===== config.mk =====
export PLATFORM = sky130hd
export DESIGN_NAME = alu_arbiter_flat
export DESIGN_NICKNAME = d
export VERILOG_FILES = /design/src/rtl/alu_arbiter_if.sv /design/src/rtl/alu_arbiter.sv /design/src/flat_wrapper.sv
export SDC_FILE = /design/constraint.sdc
export NUM_CORES = 1
export LEC_CHECK = 0
export ABC_AREA = 1
export BUFFER_PORTS_ARGS = -buffer_cell sky130_fd_sc_hd__buf_4
export CORE_MARGIN = 4
export CORE_UTILIZATION = 50
export CTS_CLUSTER_DIAMETER = 60
export DETAILED_ROUTE_END_ITERATION = 8
export PLACE_DENSITY_LB_ADDON = 0.1
export SLEW_MARGIN = 10
export SYNTH_ARGS = -nofsm -noshare
export SYNTH_HDL_FRONTEND = slang
export SYNTH_SLANG_ARGS = --single-unit

===== constraint.sdc =====
create_clock -name clk -period 3.1 [get_ports clk]
set_clock_uncertainty 0.2 [all_clocks]
set_input_delay 0.155 -clock clk [delete_from_list [all_inputs] [get_ports clk]]
set_output_delay 0.155 -clock clk [all_outputs]
set_load 0.01 [all_outputs]

===== src/rtl/alu_arbiter_if.sv =====
// Purpose: bundles the two requester ports, the ALU drive/return lines and the
//          tagged response bus of the ALU arbiter into one connection.
// Ports:   req/op/a/b per requester, ack per requester, alu_* towards the ALU,
//          alu_result/flags back, rsp_* response bus, busy, op_count.
//          slave modport = arbiter side, master modport = requesters + ALU side.
interface alu_arbiter_if #(
   parameter int unsigned DW  = 16,
   parameter int unsigned OPW = 6
);
   logic           req0;
   logic           req1;
   logic [OPW-1:0] op0;
   logic [OPW-1:0] op1;
   logic [DW-1:0]  a0;
   logic [DW-1:0]  a1;
   logic [DW-1:0]  b0;
   logic [DW-1:0]  b1;
   logic           ack0;
   logic           ack1;
   logic           alu_enable;
   logic [OPW-1:0] alu_opcode;
   logic [DW-1:0]  alu_term1;
   logic [DW-1:0]  alu_term2;
   logic [DW-1:0]  alu_result;
   logic           alu_zero;
   logic           alu_negative;
   logic           rsp_valid;
   logic           rsp_id;
   logic [DW-1:0]  rsp_result;
   logic           rsp_zero;
   logic           rsp_negative;
   logic           rsp_err;
   logic           busy;
   logic [15:0]    op_count;

   modport slave (
      input  req0, req1, op0, op1, a0, a1, b0, b1,
      input  alu_result, alu_zero, alu_negative,
      output ack0, ack1, alu_enable, alu_opcode, alu_term1, alu_term2,
      output rsp_valid, rsp_id, rsp_result, rsp_zero, rsp_negative, rsp_err,
      output busy, op_count
   );

   modport master (
      output req0, req1, op0, op1, a0, a1, b0, b1,
      output alu_result, alu_zero, alu_negative,
      input  ack0, ack1, alu_enable, alu_opcode, alu_term1, alu_term2,
      input  rsp_valid, rsp_id, rsp_result, rsp_zero, rsp_negative, rsp_err,
      input  busy, op_count
   );
endinterface


===== src/rtl/alu_arbiter.sv =====
// Purpose: shares one 16-bit ALU between two requesters, round-robin on ties,
//          blocks DIV/MOD by zero and returns id-tagged results.
// Latency: ack and alu_enable in the cycle after the accepting edge, rsp_valid
//          one cycle later; one operation per 3 cycles back to back.
// Backpressure: requests are ignored while busy; a req still high on return
//          to IDLE is treated as a new request.
// Ports:   clk, rst_b (async, active-low), bus (alu_arbiter_if.slave).
module alu_arbiter #(
   parameter int unsigned    DW          = 16,
   parameter int unsigned    OPW         = 6,
   parameter logic [DW-1:0]  DIVZERO_VAL = 16'hFFFF,
   parameter logic [OPW-1:0] OP_DIV      = 6'b000011,
   parameter logic [OPW-1:0] OP_MOD      = 6'b000100
) (
   input  logic         clk,
   input  logic         rst_b,
   alu_arbiter_if.slave bus
);

   typedef enum logic [1:0] {
      S_IDLE  = 2'd0,
      S_EXEC  = 2'd1,
      S_BLOCK = 2'd2,
      S_RESP  = 2'd3
   } state_t;

   state_t         r_state;
   state_t         w_state_nxt;

   logic           r_prio;
   logic           r_owner;
   logic           r_ack0;
   logic           r_ack1;
   logic [OPW-1:0] r_alu_opcode;
   logic [DW-1:0]  r_alu_term1;
   logic [DW-1:0]  r_alu_term2;
   logic [DW-1:0]  r_rsp_result;
   logic           r_rsp_zero;
   logic           r_rsp_negative;
   logic           r_rsp_err;
   logic [15:0]    r_op_count;

   logic           w_grant;
   logic           w_win;
   logic [OPW-1:0] w_sel_op;
   logic [DW-1:0]  w_sel_a;
   logic [DW-1:0]  w_sel_b;
   logic           w_div_zero;

   // Winner selection, next state and state-decoded outputs.
   always_comb begin
      w_state_nxt = r_state;
      w_grant     = 1'b0;
      w_win       = 1'b0;
      w_sel_op    = bus.op0;
      w_sel_a     = bus.a0;
      w_sel_b     = bus.b0;
      w_div_zero  = 1'b0;

      // A lone request wins outright; a tie goes to the side named by r_prio.
      if (bus.req0 && bus.req1) begin
         w_win = r_prio;
      end else begin
         w_win = bus.req1;
      end

      if (w_win) begin
         w_sel_op = bus.op1;
         w_sel_a  = bus.a1;
         w_sel_b  = bus.b1;
      end

      w_div_zero = ((w_sel_op == OP_DIV) || (w_sel_op == OP_MOD)) &&
                   (w_sel_b == '0);

      case (r_state)
         S_IDLE: begin
            if (bus.req0 || bus.req1) begin
               w_grant     = 1'b1;
               w_state_nxt = w_div_zero ? S_BLOCK : S_EXEC;
            end
         end
         S_EXEC:  w_state_nxt = S_RESP;
         S_BLOCK: w_state_nxt = S_RESP;
         S_RESP:  w_state_nxt = S_IDLE;
         default: w_state_nxt = S_IDLE;
      endcase

      bus.alu_enable = (r_state == S_EXEC);
      bus.rsp_valid  = (r_state == S_RESP);
      bus.busy       = (r_state != S_IDLE);
   end

   always_ff @(posedge clk or negedge rst_b) begin
      if (!rst_b) begin
         r_state <= S_IDLE;
      end else begin
         r_state <= w_state_nxt;
      end
   end

   always_ff @(posedge clk or negedge rst_b) begin
      if (!rst_b) begin
         r_prio         <= 1'b0;
         r_owner        <= 1'b0;
         r_ack0         <= 1'b0;
         r_ack1         <= 1'b0;
         r_alu_opcode   <= '0;
         r_alu_term1    <= '0;
         r_alu_term2    <= '0;
         r_rsp_result   <= '0;
         r_rsp_zero     <= 1'b0;
         r_rsp_negative <= 1'b0;
         r_rsp_err      <= 1'b0;
         r_op_count     <= '0;
      end else begin
         // Ack is a registered one-cycle pulse aligned with EXEC/BLOCK.
         r_ack0 <= w_grant && !w_win;
         r_ack1 <= w_grant && w_win;

         if (w_grant) begin
            r_owner      <= w_win;
            r_prio       <= ~w_win;
            r_alu_opcode <= w_sel_op;
            r_alu_term1  <= w_sel_a;
            r_alu_term2  <= w_sel_b;
         end

         if (r_state == S_EXEC) begin
            r_rsp_result   <= bus.alu_result;
            r_rsp_zero     <= bus.alu_zero;
            r_rsp_negative <= bus.alu_negative;
            r_rsp_err      <= 1'b0;
         end

         // Blocked op never reaches the ALU; synthesise a fixed answer.
         if (r_state == S_BLOCK) begin
            r_rsp_result   <= DIVZERO_VAL;
            r_rsp_zero     <= 1'b0;
            r_rsp_negative <= DIVZERO_VAL[DW-1];
            r_rsp_err      <= 1'b1;
         end

         if (r_state == S_RESP) begin
            r_op_count <= r_op_count + 16'd1;
         end
      end
   end

   assign bus.ack0         = r_ack0;
   assign bus.ack1         = r_ack1;
   assign bus.alu_opcode   = r_alu_opcode;
   assign bus.alu_term1    = r_alu_term1;
   assign bus.alu_term2    = r_alu_term2;
   assign bus.rsp_id       = r_owner;
   assign bus.rsp_result   = r_rsp_result;
   assign bus.rsp_zero     = r_rsp_zero;
   assign bus.rsp_negative = r_rsp_negative;
   assign bus.rsp_err      = r_rsp_err;
   assign bus.op_count     = r_op_count;

endmodule


===== src/flat_wrapper.sv =====
// flat-port wrapper written by rule: the top's interface ports become plain ports
module alu_arbiter_flat 
#(
   parameter int unsigned    DW          = 16,
   parameter int unsigned    OPW         = 6,
   parameter logic [DW-1:0]  DIVZERO_VAL = 16'hFFFF,
   parameter logic [OPW-1:0] OP_DIV      = 6'b000011,
   parameter logic [OPW-1:0] OP_MOD      = 6'b000100
)
  (clk, rst_b, bus_req0, bus_req1, bus_op0, bus_op1, bus_a0, bus_a1, bus_b0, bus_b1, bus_alu_result, bus_alu_zero, bus_alu_negative, bus_ack0, bus_ack1, bus_alu_enable, bus_alu_opcode, bus_alu_term1, bus_alu_term2, bus_rsp_valid, bus_rsp_id, bus_rsp_result, bus_rsp_zero, bus_rsp_negative, bus_rsp_err, bus_busy, bus_op_count);
  alu_arbiter_if #(.DW(DW), .OPW(OPW)) bus_i ();
  input  logic clk;
  input  logic rst_b;
  input wire logic [$bits(bus_i.req0)-1:0] bus_req0;
  input wire logic [$bits(bus_i.req1)-1:0] bus_req1;
  input wire logic [$bits(bus_i.op0)-1:0] bus_op0;
  input wire logic [$bits(bus_i.op1)-1:0] bus_op1;
  input wire logic [$bits(bus_i.a0)-1:0] bus_a0;
  input wire logic [$bits(bus_i.a1)-1:0] bus_a1;
  input wire logic [$bits(bus_i.b0)-1:0] bus_b0;
  input wire logic [$bits(bus_i.b1)-1:0] bus_b1;
  input wire logic [$bits(bus_i.alu_result)-1:0] bus_alu_result;
  input wire logic [$bits(bus_i.alu_zero)-1:0] bus_alu_zero;
  input wire logic [$bits(bus_i.alu_negative)-1:0] bus_alu_negative;
  output wire logic [$bits(bus_i.ack0)-1:0] bus_ack0;
  output wire logic [$bits(bus_i.ack1)-1:0] bus_ack1;
  output wire logic [$bits(bus_i.alu_enable)-1:0] bus_alu_enable;
  output wire logic [$bits(bus_i.alu_opcode)-1:0] bus_alu_opcode;
  output wire logic [$bits(bus_i.alu_term1)-1:0] bus_alu_term1;
  output wire logic [$bits(bus_i.alu_term2)-1:0] bus_alu_term2;
  output wire logic [$bits(bus_i.rsp_valid)-1:0] bus_rsp_valid;
  output wire logic [$bits(bus_i.rsp_id)-1:0] bus_rsp_id;
  output wire logic [$bits(bus_i.rsp_result)-1:0] bus_rsp_result;
  output wire logic [$bits(bus_i.rsp_zero)-1:0] bus_rsp_zero;
  output wire logic [$bits(bus_i.rsp_negative)-1:0] bus_rsp_negative;
  output wire logic [$bits(bus_i.rsp_err)-1:0] bus_rsp_err;
  output wire logic [$bits(bus_i.busy)-1:0] bus_busy;
  output wire logic [$bits(bus_i.op_count)-1:0] bus_op_count;
  assign bus_i.req0 = bus_req0;
  assign bus_i.req1 = bus_req1;
  assign bus_i.op0 = bus_op0;
  assign bus_i.op1 = bus_op1;
  assign bus_i.a0 = bus_a0;
  assign bus_i.a1 = bus_a1;
  assign bus_i.b0 = bus_b0;
  assign bus_i.b1 = bus_b1;
  assign bus_i.alu_result = bus_alu_result;
  assign bus_i.alu_zero = bus_alu_zero;
  assign bus_i.alu_negative = bus_alu_negative;
  assign bus_ack0 = bus_i.ack0;
  assign bus_ack1 = bus_i.ack1;
  assign bus_alu_enable = bus_i.alu_enable;
  assign bus_alu_opcode = bus_i.alu_opcode;
  assign bus_alu_term1 = bus_i.alu_term1;
  assign bus_alu_term2 = bus_i.alu_term2;
  assign bus_rsp_valid = bus_i.rsp_valid;
  assign bus_rsp_id = bus_i.rsp_id;
  assign bus_rsp_result = bus_i.rsp_result;
  assign bus_rsp_zero = bus_i.rsp_zero;
  assign bus_rsp_negative = bus_i.rsp_negative;
  assign bus_rsp_err = bus_i.rsp_err;
  assign bus_busy = bus_i.busy;
  assign bus_op_count = bus_i.op_count;
  alu_arbiter #(.DW(DW), .OPW(OPW), .DIVZERO_VAL(DIVZERO_VAL), .OP_DIV(OP_DIV), .OP_MOD(OP_MOD)) u_core (.clk(clk), .rst_b(rst_b), .bus(bus_i));
endmodule

# Yosys cells after proc, flatten, opt, wreduce, memory -nomap -nowiden
# Cells that the tools add are included.
# Widths: inputs -> output; s select.
# op_classes
addsub	1
eq_ne	6
muxes	17
bitwise_logic	1
reduce_logical	12
# op_table
operator	n
$mux 16	4
$add 16x1->16 const B	1
$logic_not 16->1	1
$mux 1	9
$eq 6x2->1 const B	1
$eq 6x3->1 const B	1
$mux 6	1
$pmux 2 s3	1
$eq 2x2->1 const B	2
$logic_and 1x1->1	4
$mux 2	2
$reduce_bool 2->1	2
$eq 2x1->1 const B	1
$logic_not 2->1	1
$logic_or 1x1->1	2
$ne 2x1->1 const B	1
$reduce_or 2->1	1
$logic_not 1->1	1
$not 1->1	1
# word_totals
reg_bits	79
input_bits	98
output_inout_bits	79
word_cells	50

# Longest topological paths before layout
# Gate-level depths: netlist of run 1.
# depth
depth_word	9
ltp_mapped	14

# Worst setup path after synthesis of run 1
# No wires, ideal clock.
# synth_timing
path_kind	register to register
startpoint	register u_core.r_state[0]
endpoint	register u_core.r_op_count[15] (netlist: u_core.bus.op_count[15])
setup_ns	0.124
t_arrival_ns	1.464
required_time_ns	2.776
slack_ns	1.312
path_stages_with_launch	10
n_path_buf	0
synth_period_minus_slack_ns	1.788
cell_sequence	dfrtp_1 > ha_1 > nand2_1 > nor2_1 > nand3_1 > nor2_1 > nand2_1 > nor2_1 > nand2_1 > xnor2_1
# synth_via
elab_chain_len	1
# synth_rtl
item	line_no	rtl
from (decl)	alu_arbiter.sv:27	state_t r_state;
from (signal assigned)	alu_arbiter.sv:98	r_state <= w_state_nxt;
$eq 2x2->1	-	
net bus_rsp_valid	flat_wrapper.sv:31	output wire logic [$bits(bus_i.rsp_valid)-1:0] bus_rsp_valid;
to (signal assigned)	alu_arbiter.sv:145	r_op_count <= r_op_count + 16'd1;
to (decl)	alu_arbiter.sv:41	logic [15:0] r_op_count;
# The timed path passes the listed nets, and every way through them passes these cells.
# A chain may end at the register's enable or synchronous reset.

# Final worst setup path of run 1
# layout_timing
startpoint	register u_core.r_state[0]
endpoint	register u_core.r_alu_term1[0] (netlist: u_core.bus.alu_term1[0])
# layout_via
elab_chain_len	2
# layout_rtl
item	line_no	rtl
$logic_not 2->1	alu_arbiter.sv:76	case (r_state)
$mux 1	alu_arbiter.sv:76	
to (signal assigned)	alu_arbiter.sv:125	r_alu_term1 <= w_sel_a;
to (decl)	alu_arbiter.sv:35	logic [DW-1:0] r_alu_term1;
# No other way between the ends.

==> qor.yml, run 1 <==
switching_share: 0.373
clkPwrFrac: 0.180
tns_ns: 0
yosysSeqAreaShare: 0.538
chipHeight_um: 93.8
crit_type: "register to register"
numClockSinks: 79
drtIter0Drc: 193
fin_crit_ns: 2.87
final_hold_viol_count: 0
grt-ovfl-total: 0
firstDrtPassIters: 7
slew_viol_final: 0
synth_seq_cells: 79
core.rowCount: 31
place_ws_ns: 0.805
rsz0062_at_grt: "no"
tightestPinTransition_ns: 0.976
antenna_found_initial: 0
clockRootBuffer: "clkbuf_8"
timing.fmax_ghz: 0.349
io_pins: 177
setup_viol: 0
grt_pass1_wl_um: 19000
crit_chain: "inv_1, ha_1, inv_1, a21oi_2, inv_2, nor2_4, nand2_1, nand3_1, dlygate4sd3_1"
p_sw_uw: 1980
dpl_cell_area_um2: 5040
grt_pass1_vias: 3939
clk_path_buf_depth: 2
cts_tree: "done"
fin_crit_sh: 0.925
fin_ws_ns: 0.231
drv_cap: 0
worst_skew_pair.late_latency_ns: 0.35
reg2reg_from: "u_core.r_state[0]"
synth.cell_area_um2: 3680
hold_slack_ns: 0.00375
worst_setup_path_start_kind: "register"
crit_required_ns: 3.19
start_util: 0.510
final_area_um2: 6080
r2r_slack_ns: 0.23
p_leak_uw: 0.00315
wl_per_cell_um: 15.5
io_buffers: 176
hp-start: "bus_b1[14]"
relSlewSlack: 0.350
syn_inst: 422
drive_gt1_frac: 0.300
ir_worst_vdd_uv: 516
grt_start_max_net_pins: 80
die_width_um: 93.8
dieArea_um2: 8790
hp-class: "input port to register"
wl_um: 12000
startpoint: "u_core.r_state[0]"
synth_nets: 525
htree_levels: 3
end_kind: "register"
outcome: "finished, final reports clean"
gp_congestion: 0.791
cts_buffers: 9
power_frac_seq: 0.334
grt_use_total: 0.278
slowest_delay_ns: 0.55
powerDensity_nw_per_um2: 873
ys_types: 30
place_hpwl_um: 7180
detail-route-antenna-nets: 0
area_growth_pct: 65.2
nets: 774
cp_max_fo: 30
syn_area_per_cell_um2: 8.71
power_frac_comb: 0.486
core_um2: 7210
cp.arrival_ns: 2.96
cp_slowest_cell: "dlygate4sd3_1"
crit_top_cell: "inv_1"
cts.repair.resized: 0
vias: 3856
path_buf_inv: 4
clk_pin_slew_ns: 0.08
ys_warn_count: 0
routed_via_density: 4.97
p_int_uw: 3330
drc: 0
cp_top_family: "buffers and inverters"
worst paths after layout:
check                           depth (start not counted)                        to
max in group asynchronous                               2   u_core.bus.alu_term2[2]
worst min-delay path                                    5  u_core.bus.alu_term2[14]
worst max-delay path                                    9   u_core.bus.alu_term1[0]
worst min register to register                          1   u_core.bus.op_count[15]
min in group asynchronous                               2    u_core.bus.op_count[6]
worst max register to register                          9   u_core.bus.alu_term1[0]
synthesized netlist by cell type:
cell | number | area share
a31oi_1 | 1 | 0.0017
nand4_1 | 1 | 0.0017
nand2_2 | 2 | 0.0034
dfrtp_1 | 79 | 0.54
buf_4 | 1 | 0.0020
nor3_1 | 1 | 0.0014
a22o_1 | 1 | 0.0024
ha_1 | 5 | 0.017
clkbuf_1 | 9 | 0.0092
a21oi_1 | 1 | 0.0014
inv_2 | 3 | 0.0031
o21ai_1 | 3 | 0.0041
o22a_1 | 17 | 0.040
inv_1 | 36 | 0.037
o21bai_1 | 1 | 0.0020
nand2_1 | 141 | 0.14
mux2_2 | 1 | 0.0031
xnor2_1 | 6 | 0.014
xor2_1 | 7 | 0.017
nor2_4 | 2 | 0.0061
nor2_1 | 20 | 0.020
nand3b_1 | 17 | 0.035
or2_1 | 1 | 0.0017
o21ai_0 | 25 | 0.034
clkinv_1 | 1 | 0.0010
buf_2 | 6 | 0.0082
buf_8 | 1 | 0.0041
nand3_1 | 31 | 0.042
buf_6 | 1 | 0.0031
a21oi_2 | 1 | 0.0024
metal layers:
layer	track usage	part of all wire	up-vias
li1	-	-	1847
met1	0.329	0.37	1824
met4	0.106	0.026	0
met3	0.0689	0.068	23
met2	0.483	0.53	162
met5	0	0	-
area by class of cell:
| type | count | area (µm²) |
|---|---|---|
| sequential | 79 | 1980 |
| fill | 434 | 1140 |
| timing repair buffer | 256 | 2120 |
| clock inverter | 6 | 115 |
| antenna | 1 | 2.50 |
| clock buffer | 10 | 138 |
| multi-input combinational | 285 | 1450 |
| inverter | 40 | 150 |
| tap | 99 | 124 |
placed cells by master (no fill, tap or decap), types with 2 or more instances in the layout:
cell type / n
buf_4: 178
nand2_1: 141
dfrtp_1: 79
dlygate4sd3_1: 78
inv_1: 36
nand3_1: 31
o21ai_0: 25
nor2_1: 20
nand3b_1: 17
o22a_1: 17
clkbuf_8: 10
xor2_1: 7
xnor2_1: 6
ha_1: 5
inv_2: 3
o21ai_1: 3
bufinv_16: 3
nand2_2: 2
nor2_4: 2
inv_6: 2
cell families (layout without fill, tap and decap cells):
group	after synthesis	after routing	share of synthesized area
compound gates	50	50	0.0885
other cells	0	1	0
mux	1	1	0.00306
buf+inv	58	312	0.0674
simple gates	216	216	0.256
fa+ha+maj	5	5	0.0170
xor+xnor	13	13	0.0310
flops	79	79	0.538
flip-flops by register name (all words and copies together) (netlist names), 2 cells and up:
| register | cells |
|---|---|
| u_core.bus.alu_opcode | 6 |
| u_core.bus.alu_term1 | 16 |
| u_core.bus.rsp_result | 16 |
| u_core.bus.op_count | 16 |
| u_core.bus.alu_term2 | 16 |
| u_core.r_state | 2 |
through the flow:
stage | total power (µW) | utilization | instances
global placement | 3910 | 0.699 | 681
CTS | 5230 | 0.842 | 775
floorplan | 2940 | - | 422
global route | 5650 | 0.842 | 775
finish | 5300 | 0.842 | 776
detailed placement | 4000 | 0.699 | 681
worst min-delay path: stages:
cell	delay (ns)
buf_4	0.08
inv_1	0.03
nand3_1	0.07
nand2_1	0.06
o21ai_0	0.13
power by group through the flow:
stage / clock [µW] / combinational (µW) / sequential (µW)
3_3_place_gp: 0 / 2160 / 1760
5_1_grt: 1010 / 2820 / 1820
2_1_floorplan: 0 / 1020 / 1920
6_report: 954 / 2580 / 1770
3_5_place_dp: 0 / 2240 / 1770
4_1_cts: 956 / 2520 / 1760
repair_timing:
action                                 CTS  global route
hold buffers                            78             0
endpoints found under the hold margin  134             0
setup buffers                            0             0
Power figures use the tool's default switching activity.
==> run 2, diff against run 1 <==
Settings changed: CORE_ASPECT_RATIO set to 0.5, CORE_UTILIZATION 50 to 35.
Clock period 3.1 ns to 2.7 ns, I/O delays scaled along.
==> qor.yml, run 2 (synthesis results as in run 1) <==
drv_cap: 0
routed_via_density: 4.45
hp-class: "input port to register"
cp_max_fo: 23
crit_required_ns: 2.70
p_sw_uw: 2210
clkPwrFrac: 0.185
firstDrtPassIters: 4
cts_buffers: 9
fin_ws_ns: 0.203
place_ws_ns: 0.576
fin_crit_ns: 2.50
topRoutingLayerUsed: "met4"
io_buffers: 176
ir_worst_vdd_uv: 335
reg2reg_to: "u_core.bus.alu_term1[0]"
dieArea_um2: 12300
wl_met1_um: 4840
grt_use_total: 0.178
p_leak_uw: 0.00322
final_common_cell: "buf_4"
detail-route-antenna-nets: 0
wl_met2_um: 5490
end_kind: "register"
final_hold_viol_count: 0
worst_setup_path_start_kind: "register"
setup_viol: 0
grt_pass1_vias: 3755
worst_skew_pair.late_latency_ns: 0.33
path_buf_inv: 5
clockRootBuffer: "clkbuf_16"
tightestPinTransition_ns: 0.647
grt_pass1_wl_um: 17800
antenna_cells: 0
clk_path_buf_depth: 2
power_frac_seq: 0.329
drive_gt1_frac: 0.301
nets: 785
final_cell_mix: "buf_4, nand2_1, dlygate4sd3_1, dfrtp_1, inv_1"
whs_endpoint: "u_core.bus.alu_term2[11]"
rsz0062_at_grt: "no"
die_width_um: 153
relSlewSlack: 0.568
outcome: "finished, final reports clean"
place_hpwl_um: 7430
drc: 0
numClockSinks: 79
core.rowCount: 26
area_growth_pct: 70.7
cp_slowest_cell: "dlygate4sd3_1"
crit_top_cell: "inv_1"
start_util: 0.360
reg2reg_from: "u_core.r_state[0]"
hp-start: "bus_b1[11]"
timing.fmax_ghz: 0.400
hold_slack_ns: 0.0119
power.total_uw: 6070
slowest_delay_ns: 0.56
holdPathStages: 4
cts_tree: "done"
power_frac_comb: 0.486
gp_congestion: 0.775
r2r_cells: 9
core_um2: 10200
wl_per_cell_um: 13.3
vias: 3683
slew_viol_final: 0
p_int_uw: 3860
powerDensity_nw_per_um2: 967
crit_chain: "inv_1, ha_1, inv_1, a21oi_2, inv_4, buf_4, nand2_1, nand3_1, dlygate4sd3_1"
grt_start_max_net_pins: 50
chipHeight_um: 80.5
io_pins: 177
htree_levels: 3
switching_share: 0.363
stdcell_count: 827
cp_top_family: "buffers and inverters"
place_inst: 725
wl_met3_um: 563
fin_crit_sh: 0.925
wl_um: 11000
grt-ovfl-total: 0
r2r_slack_ns: 0.20
tns_ns: 0
clk_pin_slew_ns: 0.06
antenna_found_initial: 0
drtIter0Drc: 87
crit_type: "register to register"
cp.arrival_ns: 2.50
[run 2: cell count changes in the layout (fill, tap and decap cells not counted)]
| cell | previous run | this run |
|---|---|---|
| clkbuf_8 | 10 | 0 |
| clkbuf_16 | 0 | 9 |
| inv_2 | 3 | 2 |
| bufinv_16 | 3 | 0 |
| inv_6 | 2 | 3 |
| buf_4 | 178 | 180 |
| dlygate4sd3_1 | 78 | 85 |
| diode_2 | 1 | 0 |
| inv_4 | 0 | 1 |
| clkinvlp_4 | 1 | 3 |
| buf_12 | 0 | 2 |
| clkinv_2 | 0 | 1 |
[run 2: per-layer routing]
| layer | vias to the layer above | global-route usage |
|---|---|---|
| li1 | 1871 | - |
| met4 | 0 | 0.0444 |
| met2 | 98 | 0.319 |
| met1 | 1704 | 0.218 |
| met3 | 10 | 0.0474 |
| met5 | - | 0 |
[run 2: stage by stage]
| step | utilization | cell area [µm²] |
|---|---|---|
| final | 0.615 | 6280 |
| after detailed placement | 0.502 | 5130 |
| after floorplan | - | 3680 |
| after global placement | 0.502 | 5130 |
| after CTS | 0.612 | 6260 |
| after global routing | 0.615 | 6280 |
[run 2: how the worst max path moves through the flow]
| stage | start | to | slack (ns) | cells past startpoint |
|---|---|---|---|---|
| after floorplan | u_core.r_state[0] | u_core.bus.op_count[15] | 0.91 | 9 |
| after global placement | u_core.r_state[0] | u_core.r_prio | 0.59 | 7 |
| after detailed placement | u_core.r_state[0] | u_core.bus.rsp_result[12] | 0.58 | 6 |
| after CTS | u_core.r_state[0] | u_core.bus.alu_term1[1] | 0.04 | 9 |
| after global routing | u_core.r_state[0] | u_core.bus.alu_term1[11] | 0.05 | 9 |
| final | u_core.r_state[0] | u_core.bus.alu_term1[0] | 0.20 | 9 |
[run 2: area by class of cell]
| cell class | count | area [µm²] |
|---|---|---|
| Timing Repair Buffer | 267 | 2240 |
| Tap cell | 140 | 175 |
| Clock buffer | 9 | 225 |
| Multi-Input combinational cell | 285 | 1450 |
| Inverter | 40 | 153 |
| Fill cell | 900 | 3940 |
| Sequential cell | 79 | 1980 |
| Clock inverter | 7 | 53.8 |
[run 2: timing repair]
| item | in CTS | in global routing |
|---|---|---|
| buffers inserted | 0 | 1 |
| endpoints found under the hold margin | 103 | 0 |
| resized for setup | 0 | 2 |
| endpoints found under the setup margin | 0 | 16 |
| hold buffers | 85 | 0 |
[run 2: worst register-to-register path, stage by stage, from the launching register on]
cell           delay [ns]
dfrtp_1              0.40
inv_1                0.10
ha_1                 0.19
inv_1                0.13
a21oi_2              0.26
inv_4                0.16
buf_4                0.23
nand2_1              0.07
nand3_1              0.08
dlygate4sd3_1        0.56
[run 2: power groups by stage]
| stage | clock [µW] | combinational (µW) | sequential (µW) |
|---|---|---|---|
| finish | 1120 | 2950 | 2000 |
| global placement | 0 | 2580 | 2010 |
| detailed placement | 0 | 2600 | 2010 |
| floorplan | 0 | 1170 | 2210 |
| global route | 1210 | 3270 | 2060 |
| CTS | 1150 | 2950 | 2000 |
